### src/rtl/mem_stage_if.sv
// mem_stage_if: memory request/ready bus between the
// memory-access stage (master) and data memory (slave).
interface mem_stage_if;
  logic        mem_req;
  logic        mem_we;
  logic [63:0] mem_addr;
  logic [63:0] mem_wdata;
  logic [63:0] mem_rdata;
  logic        mem_ready;

  modport master (
    output mem_req,
    output mem_we,
    output mem_addr,
    output mem_wdata,
    input  mem_rdata,
    input  mem_ready
  );

  modport slave (
    input  mem_req,
    input  mem_we,
    input  mem_addr,
    input  mem_wdata,
    output mem_rdata,
    output mem_ready
  );
endinterface

### src/rtl/mem_stage.sv
// mem_stage: load/store stage with stall and WB register.
// Optional access timeout enabled by defining MEM_TIMEOUT_EN.
module mem_stage #(
  parameter int TIMEOUT_CYCLES = 255
) (
  input  logic        clk,
  input  logic        reset,
  input  logic [63:0] ALU_out_Ex,
  input  logic [63:0] shifter2_out_Ex,
  input  logic [63:0] MUL_out_Ex,
  input  logic [63:0] DataB_Ex,
  input  logic        MemWrite_Ex,
  input  logic        MemRead_Ex,
  input  logic        RegWrite_Ex,
  input  logic [1:0]  RegWrSrc_Ex,
  input  logic [4:0]  Rd_Ex,
  mem_stage_if.master mem,
  output logic        stall,
  output logic [63:0] Fwd_Data,
  output logic [63:0] WrData_Mem,
  output logic [4:0]  Rd_Mem,
  output logic        RegWrite_Mem,
  output logic        mem_error
);

  localparam logic [0:0] IDLE   = 1'b0;
  localparam logic [0:0] ACCESS = 1'b1;

  logic [0:0]  state;
  logic [0:0]  state_nx;
  logic        mem_op;
  logic        in_acc;
  logic        tmo;
  logic        done;
  logic        wb_take;
  logic [63:0] ld_data;

  assign mem_op = MemRead_Ex | MemWrite_Ex;
  assign in_acc = (state == ACCESS);

`ifdef MEM_TIMEOUT_EN
  localparam int CW =
    (TIMEOUT_CYCLES >= 256) ? $clog2(TIMEOUT_CYCLES + 1) : 8;

  logic [CW-1:0] cnt;

  assign tmo = in_acc && (cnt >= CW'(TIMEOUT_CYCLES));

  // Count ACCESS cycles; IDLE holds it at zero for the next entry
  always_ff @(posedge clk or posedge reset) begin
    if (reset)
      cnt <= '0;
    else if (!in_acc)
      cnt <= '0;
    else if (!tmo)
      cnt <= cnt + CW'(1);
  end

  // Sticky error flag, cleared only by reset
  always_ff @(posedge clk or posedge reset) begin
    if (reset)
      mem_error <= 1'b0;
    else if (tmo)
      mem_error <= 1'b1;
  end
`else
  localparam int unused_timeout = TIMEOUT_CYCLES;

  assign tmo       = 1'b0;
  assign mem_error = 1'b0;
`endif

  assign done = in_acc & ~tmo & mem.mem_ready;

  assign stall = ~reset &
    (in_acc ? ~(done | tmo) : mem_op);

  assign wb_take = ~stall & ~tmo;

  assign mem.mem_req   = in_acc & ~tmo;
  assign mem.mem_we    = mem.mem_req & MemWrite_Ex;
  assign mem.mem_addr  = mem.mem_req ? ALU_out_Ex : '0;
  assign mem.mem_wdata = mem.mem_req ? DataB_Ex : '0;

  // A store (even with MemRead set) never returns load data
  assign ld_data = MemWrite_Ex ? '0 : mem.mem_rdata;

  // Write-back source select, shared with forwarding
  always_comb begin
    Fwd_Data = ALU_out_Ex;
    unique case (1'b1)
      RegWrSrc_Ex == 2'b00: Fwd_Data = ALU_out_Ex;
      RegWrSrc_Ex == 2'b01: Fwd_Data = ld_data;
      RegWrSrc_Ex == 2'b10: Fwd_Data = shifter2_out_Ex;
      RegWrSrc_Ex == 2'b11: Fwd_Data = MUL_out_Ex;
      default:              Fwd_Data = ALU_out_Ex;
    endcase
  end

  // Next state: enter ACCESS on a memory op, leave on done or abort
  always_comb begin
    state_nx = state;
    unique case (1'b1)
      state == IDLE:
        if (mem_op) state_nx = ACCESS;
      state == ACCESS:
        if (done || tmo) state_nx = IDLE;
      default:
        state_nx = IDLE;
    endcase
  end

  // State register
  always_ff @(posedge clk or posedge reset) begin
    if (reset)
      state <= IDLE;
    else
      state <= state_nx;
  end

  // WB register: result when the op retires, bubble otherwise
  always_ff @(posedge clk or posedge reset) begin
    if (reset) begin
      WrData_Mem   <= '0;
      Rd_Mem       <= '0;
      RegWrite_Mem <= 1'b0;
    end else if (wb_take) begin
      WrData_Mem   <= Fwd_Data;
      Rd_Mem       <= Rd_Ex;
      RegWrite_Mem <= RegWrite_Ex;
    end else begin
      WrData_Mem   <= '0;
      Rd_Mem       <= '0;
      RegWrite_Mem <= 1'b0;
    end
  end

endmodule

### src/flat_wrapper.sv
// flat-port wrapper written by rule: the top's interface ports become plain ports
module mem_stage_flat 
#(
  parameter int TIMEOUT_CYCLES = 255
)
  (clk, reset, ALU_out_Ex, shifter2_out_Ex, MUL_out_Ex, DataB_Ex, MemWrite_Ex, MemRead_Ex, RegWrite_Ex, RegWrSrc_Ex, Rd_Ex, stall, Fwd_Data, WrData_Mem, Rd_Mem, RegWrite_Mem, mem_error, mem_mem_req, mem_mem_we, mem_mem_addr, mem_mem_wdata, mem_mem_rdata, mem_mem_ready);
  mem_stage_if mem_i ();
  input  logic clk;
  input  logic reset;
  input  logic [63:0] ALU_out_Ex;
  input  logic [63:0] shifter2_out_Ex;
  input  logic [63:0] MUL_out_Ex;
  input  logic [63:0] DataB_Ex;
  input  logic MemWrite_Ex;
  input  logic MemRead_Ex;
  input  logic RegWrite_Ex;
  input  logic [1:0] RegWrSrc_Ex;
  input  logic [4:0] Rd_Ex;
  output logic stall;
  output logic [63:0] Fwd_Data;
  output logic [63:0] WrData_Mem;
  output logic [4:0] Rd_Mem;
  output logic RegWrite_Mem;
  output logic mem_error;
  output wire logic [$bits(mem_i.mem_req)-1:0] mem_mem_req;
  output wire logic [$bits(mem_i.mem_we)-1:0] mem_mem_we;
  output wire logic [$bits(mem_i.mem_addr)-1:0] mem_mem_addr;
  output wire logic [$bits(mem_i.mem_wdata)-1:0] mem_mem_wdata;
  input wire logic [$bits(mem_i.mem_rdata)-1:0] mem_mem_rdata;
  input wire logic [$bits(mem_i.mem_ready)-1:0] mem_mem_ready;
  assign mem_mem_req = mem_i.mem_req;
  assign mem_mem_we = mem_i.mem_we;
  assign mem_mem_addr = mem_i.mem_addr;
  assign mem_mem_wdata = mem_i.mem_wdata;
  assign mem_i.mem_rdata = mem_mem_rdata;
  assign mem_i.mem_ready = mem_mem_ready;
  mem_stage #(.TIMEOUT_CYCLES(TIMEOUT_CYCLES)) u_core (.clk(clk), .reset(reset), .ALU_out_Ex(ALU_out_Ex), .shifter2_out_Ex(shifter2_out_Ex), .MUL_out_Ex(MUL_out_Ex), .DataB_Ex(DataB_Ex), .MemWrite_Ex(MemWrite_Ex), .MemRead_Ex(MemRead_Ex), .RegWrite_Ex(RegWrite_Ex), .RegWrSrc_Ex(RegWrSrc_Ex), .Rd_Ex(Rd_Ex), .mem(mem_i), .stall(stall), .Fwd_Data(Fwd_Data), .WrData_Mem(WrData_Mem), .Rd_Mem(Rd_Mem), .RegWrite_Mem(RegWrite_Mem), .mem_error(mem_error));
endmodule
### config.mk
export PLATFORM = sky130hd
export DESIGN_NAME = mem_stage_flat
export DESIGN_NICKNAME = d
export VERILOG_FILES = /design/src/rtl/mem_stage_if.sv /design/src/rtl/mem_stage.sv /design/src/flat_wrapper.sv
export SDC_FILE = /design/constraint.sdc
export NUM_CORES = 1
export LEC_CHECK = 0
export CORE_AREA = 2 2 231 233
export CTS_CLUSTER_SIZE = 20
export DETAILED_ROUTE_END_ITERATION = 12
export DIE_AREA = 0 0 233 235
export DONT_BUFFER_PORTS = 1
export GPL_ROUTABILITY_DRIVEN = 0
export GPL_TIMING_DRIVEN = 0
export HOLD_SLACK_MARGIN = 0.15
export PLACE_DENSITY = 0.34
export SYNTH_ARGS = -nofsm -noshare
export SYNTH_HDL_FRONTEND = slang
export SYNTH_SLANG_ARGS = --single-unit
### constraint.sdc
create_clock -name clk -period 2.45 [get_ports clk]
set_clock_uncertainty 0.05 [all_clocks]
set_input_delay 0.49 -clock clk [delete_from_list [all_inputs] [get_ports clk]]
set_output_delay 0.49 -clock clk [all_outputs]
set_load 0.005 [all_outputs]
Yosys cells after proc, flatten, opt, wreduce, memory -nomap -nowiden
Cells that the tools add are included.
- word-level logic and storage cells: 25
- output and inout port bits: 266
- register bits after elaboration: 71
- bits in read-only memories: 0
- latch bits: 0
- memories kept: 0
- memory bits (writable): 0
- input bits: 333
- bitwise logic cells: 7
- mux-type cells: 11
- $mul: 0
- reductions and logical operators: 0
- add/subtract/negate cells: 0
- shifts and indexed selects: 0
- divide/modulo/power cells: 0
- equal/unequal tests: 3
- $lt $le $gt $ge: 0
- operators by type and width (operator ; number):
    $mux 64 ; 4
    $pmux 64 s3 ; 1
    $mux 5 ; 1
    $eq 2x2->1 const B ; 2
    $mux 1 ; 4
    $and 1x1->1 ; 3
    $not 1->1 ; 3
    $eq 2x1->1 const B ; 1
    $pmux 1 s2 ; 1
    $or 1x1->1 ; 1

Longest topological paths before layout
- word-level depth: 5
- mapped depth: 5
- gate-level depth less buffers: 3

Worst setup path after synthesis
No wires, ideal clock.
- path kind: input -> output
- from: input port RegWrSrc_Ex[0]
- to: output port Fwd_Data[0]
- data arrival time: 1398 ps
- setup slack: 512 ps
- path buffers: 2
- required time: 1910 ps
- stages on the path: 3
- cell sequence: buf_4 > buf_4 > mux4_2
- cells in the longest elaborated chain, start to end: 2
- elaborated cells on any way between the ends: 4
- those cells by class: 3 x eq/ne; 1 x mux
- ends and longest elaborated chain (item ; RTL line ; source):
    start: declaration ; flat_wrapper.sv:17 ; input logic [1:0] RegWrSrc_Ex;
    $eq 2x2->1 (tied with other cells) ; mem_stage.sv:95 ; RegWrSrc_Ex == 2'b11: Fwd_Data = MUL_out_Ex;
    $pmux 64 s3 (*) ; mem_stage.sv:91 ; unique case (1'b1)
    end: declaration ; flat_wrapper.sv:20 ; output logic [63:0] Fwd_Data;
Every way passes the cells marked *; elsewhere a longest branch is shown, timed or not.

Worst setup path in the final report
- from: input port RegWrSrc_Ex[1]
- to: output port Fwd_Data[46]
The elaborated chain is that of the path after synthesis.

==> run_results.csv <==
group,metric,value,unit
synth,yosysMostFrequentCell,"nor2b_1",
synth,avgSynthCellArea,11.46,um2
critical_path,crit_fanout,10,
placement,dp_hpwl,23.08,mm
routing,routed_via_density,3.463,
critical_path,crit_slowest_cell,"clkbuf_1",
final_layout,multi_input_area,3120,um2
synth,ys_seq_area_frac,0.3477,
power,powerDensity,572.2,nW/um2
sta,slew_violations,0,
final_layout,num-nets-final,795,
synth,synth.top_cell.area_share,0.3477,
global_route,grtUsageTotal,0.09691,
clock_tree,clk_pin_slew,0.06,ns
floorplan,fp-row-count,84,
global_route,grt_max_degree,40,
sta,slew_headroom,0.5295,
synth,syn_area,5110,um2
routing,finalWirelength,27.66,mm
synth,synthAdderAreaFrac,0,
critical_path,worstSetupEndpointType,"output port",
final_layout,design_area,6361,um2
routing,ant_nets,0,
critical_path,crit_buf_inv,2,
synth,synthCells,446,
synth,synth-simple-area-share,0.3230,
final_layout,n_fill_cell,5916,
synth,synth_xor_area_frac,0,
synth,synth.area.mux_share,0.2821,
floorplan,die_w,233,um
run_status,outcome,"complete, no violations",
critical_path,rrSetupSlack,0.50,ns
floorplan,die_h,235,um
synth,synth_cell_types,12,
floorplan,die-area,54760,um2
routing,vias,4027,
synth,async_reset_ff_frac,1.000,
clock_tree,tritoncts,"built",
clock_tree,h-tree-depth,3,
floorplan,num_io_pins,599,
job,cap_violations,0,
power,p_leak,2.259,nW
synth,synth_top_flop_cell,"dfrtp_1",
critical_path,max_stage_delay,0.57,ns
floorplan,initial_core_util,0.09783,
placement,dpl.cell_count,1136,
clock_tree,clkLatencyLatePin,0.37,ns
synth,synth_compound_area_frac,0.003428,
routing,drt-initial-drc-count,226,
final_layout,seq_area,1778,um2
routing,post_drt_wl_per_cell,23.78,um
synth,synth_area_leaders,"dfrtp_1, mux4_2, nor2b_1",
synth,synth_common_cells,"nor2b_1, and2_1, dfrtp_1",
sta,grt_setup_unrepaired,"no",
power,switching_share,0.3387,
clock_tree,cts_buffer_depth,2,
global_route,grt_antenna_before_repair,14,
critical_path,critPathTopFamily,"buffers and inverters",
synth,synth-seq-cells,71,
power,power_frac_seq,0.380,
hold_path,hp-class,"in2reg",
sta,finalCritPeriodShare,0.9696,
global_route,grt_pass1_wl,35.44,mm
global_route,grt_pass1_vias,4234,
critical_path,crit_chain,"buf_4 -> clkbuf_1 -> mux4_2",
routing,drtPass1Iterations,4,
sta,fmax,0.4210,GHz
synth,synth_edf_count,0,
critical_path,arrival,1.84,ns
power,pwr-share-comb,0.257,
clock_tree,numCtsBuffers,9,
sta,min_period,2.375,ns
final_layout,final_cells,1163,
synth,synth_top_cell_by_area,"dfrtp_1",
synth,synth_top_family_by_area,"simple AND/OR/NAND/NOR gates",
sta,setup_viol,0,
clock_tree,clock_sinks,71,
power,p_switching,1.233,mW
global_route,grt_overflow,0,
critical_path,cp-start-kind,"input pin",
critical_path,crit_type,"in2out",
power,irDropWorstVdd,0.3485,mV
routing,drcViolationCount,0,
placement,portBuffers,0,
final_layout,drive_gt1_frac,0.2248,
power,power.internal,2.407,mW
floorplan,core,52240,um2
clock_tree,cts_root_buf,"clkbuf_16",
sta,hold_viol_final,0,
synth,yosysWarningCount,0,
final_layout,area_growth,24.49,%
critical_path,worstPathRequired,1.91,ns
power,pwr-share-clk,0.363,
placement,place_area,6020,um2
sta,worst_pin_slew,0.7058,ns
synth,synth_nets,779,
-- routing by layer --
layer	global-route usage	routed length (um)	vias to the layer above
met5	0	51	-
met4	0.03899	734	8
met3	0.04248	2788	40
met2	0.1497	12910	351
met1	0.1172	11180	2086
li1	-	-	1542
-- layout make-up --
type / count / share of cell area
timing repair buffer: 5 / 0.01042
clock inverter: 3 / 0.002950
multi-input combinational: 331 / 0.4906
sequential: 71 / 0.2795
tap: 688 / 0.1353
buffer: 43 / 0.03777
inverter: 1 / 0.0009835
clock buffer: 13 / 0.03934
antenna: 8 / 0.003147
-- stage by stage --
step	setup slack (ns)	power [mW]	utilization	hold slack [ns]	TNS, ns
after detailed placement	-0.6326	2.355	0.1152	0.3851	-20.93
after CTS	0.02824	3.774	0.1214	0.1590	0
after global placement	-1.206	2.353	0.1143	0.5311	-136.21
final	0.07453	3.640	0.1218	0.2055	0
after floorplan	0.1134	2.016	-	0.5267	0
after global routing	0.006789	3.874	0.1216	0.1777	0
-- kinds of logic (layout without fill, tap and decap cells) --
family,Yosys count,count (layout)
AOI/OAI and AO/OA,2,2
buffers and inverters,44,65
DFF,71,71
muxes,64,64
other,1,9
and+or+nand+nor,264,264
-- placed cells by master (no fill, tap or decap) --
master         synthesis  final
a211oi_4               0      1
clkinv_4               0      1
conb_1                 1      1
clkbuf_2               0      3
clkbuf_16              0      9
clkinv_2               0      2
buf_16                 0      1
dfrtp_2                0      1
clkbuf_8               0      2
and2_1               129    129
dlygate4sd3_1          0      2
clkbuf_1              27     24
nor2b_1              134    134
nor3_1                 1      1
mux4_2                64     64
dfrtp_1               71     70
inv_4                  0      1
clkbuf_4               0      2
diode_2                0      8
buf_4                 14     16
buf_2                  2      1
a21oi_1                1      1
buf_6                  0      1
-- power by group through the flow --
stage / Combinational [mW] / Sequential, mW / Clock [mW]
final: 0.935 / 1.38 / 1.32
after global routing: 1.02 / 1.40 / 1.46
after CTS: 0.962 / 1.39 / 1.42
after detailed placement: 0.947 / 1.41 / 0
after global placement: 0.939 / 1.41 / 0
after floorplan: 0.650 / 1.37 / 0
-- registers in the layout, summed over array words and instances (netlist names) --
| signal | count |
|---|---|
| u_core.WrData_Mem | 64 |
| u_core.RegWrite_Mem | 1 |
| u_core.Rd_Mem | 5 |
| u_core.mem.mem_req | 1 |
-- worst reg2reg max path: cells and delay by family, from the launching register on --
family,cells,cell delay (ns)
buf+inv,2,0.77
flops,1,0.48
simple gates,2,0.25
compound gates,1,0.25
-- path summary, 6_finish.rpt --
kind | cells past startpoint | from | endpoint
max | 3 | RegWrSrc_Ex[1] | Fwd_Data[46]
min | 1 | Rd_Ex[1] | u_core.Rd_Mem[1]
max reg2reg | 5 | u_core.mem.mem_req | u_core.WrData_Mem[46]
min reg2reg | 2 | u_core.mem.mem_req | u_core.mem.mem_req
max in group asynchronous | 3 | reset | u_core.Rd_Mem[4]
min in group asynchronous | 2 | reset | u_core.WrData_Mem[16]
-- what timing repair did --
action,CTS,global route
hold buffers,2,0
endpoints found under the hold margin,33,0
setup endpoints to repair,111,0
resized for setup,12,0
setup buffers,1,0
Note: power is estimated with default switching activity, not from simulation.
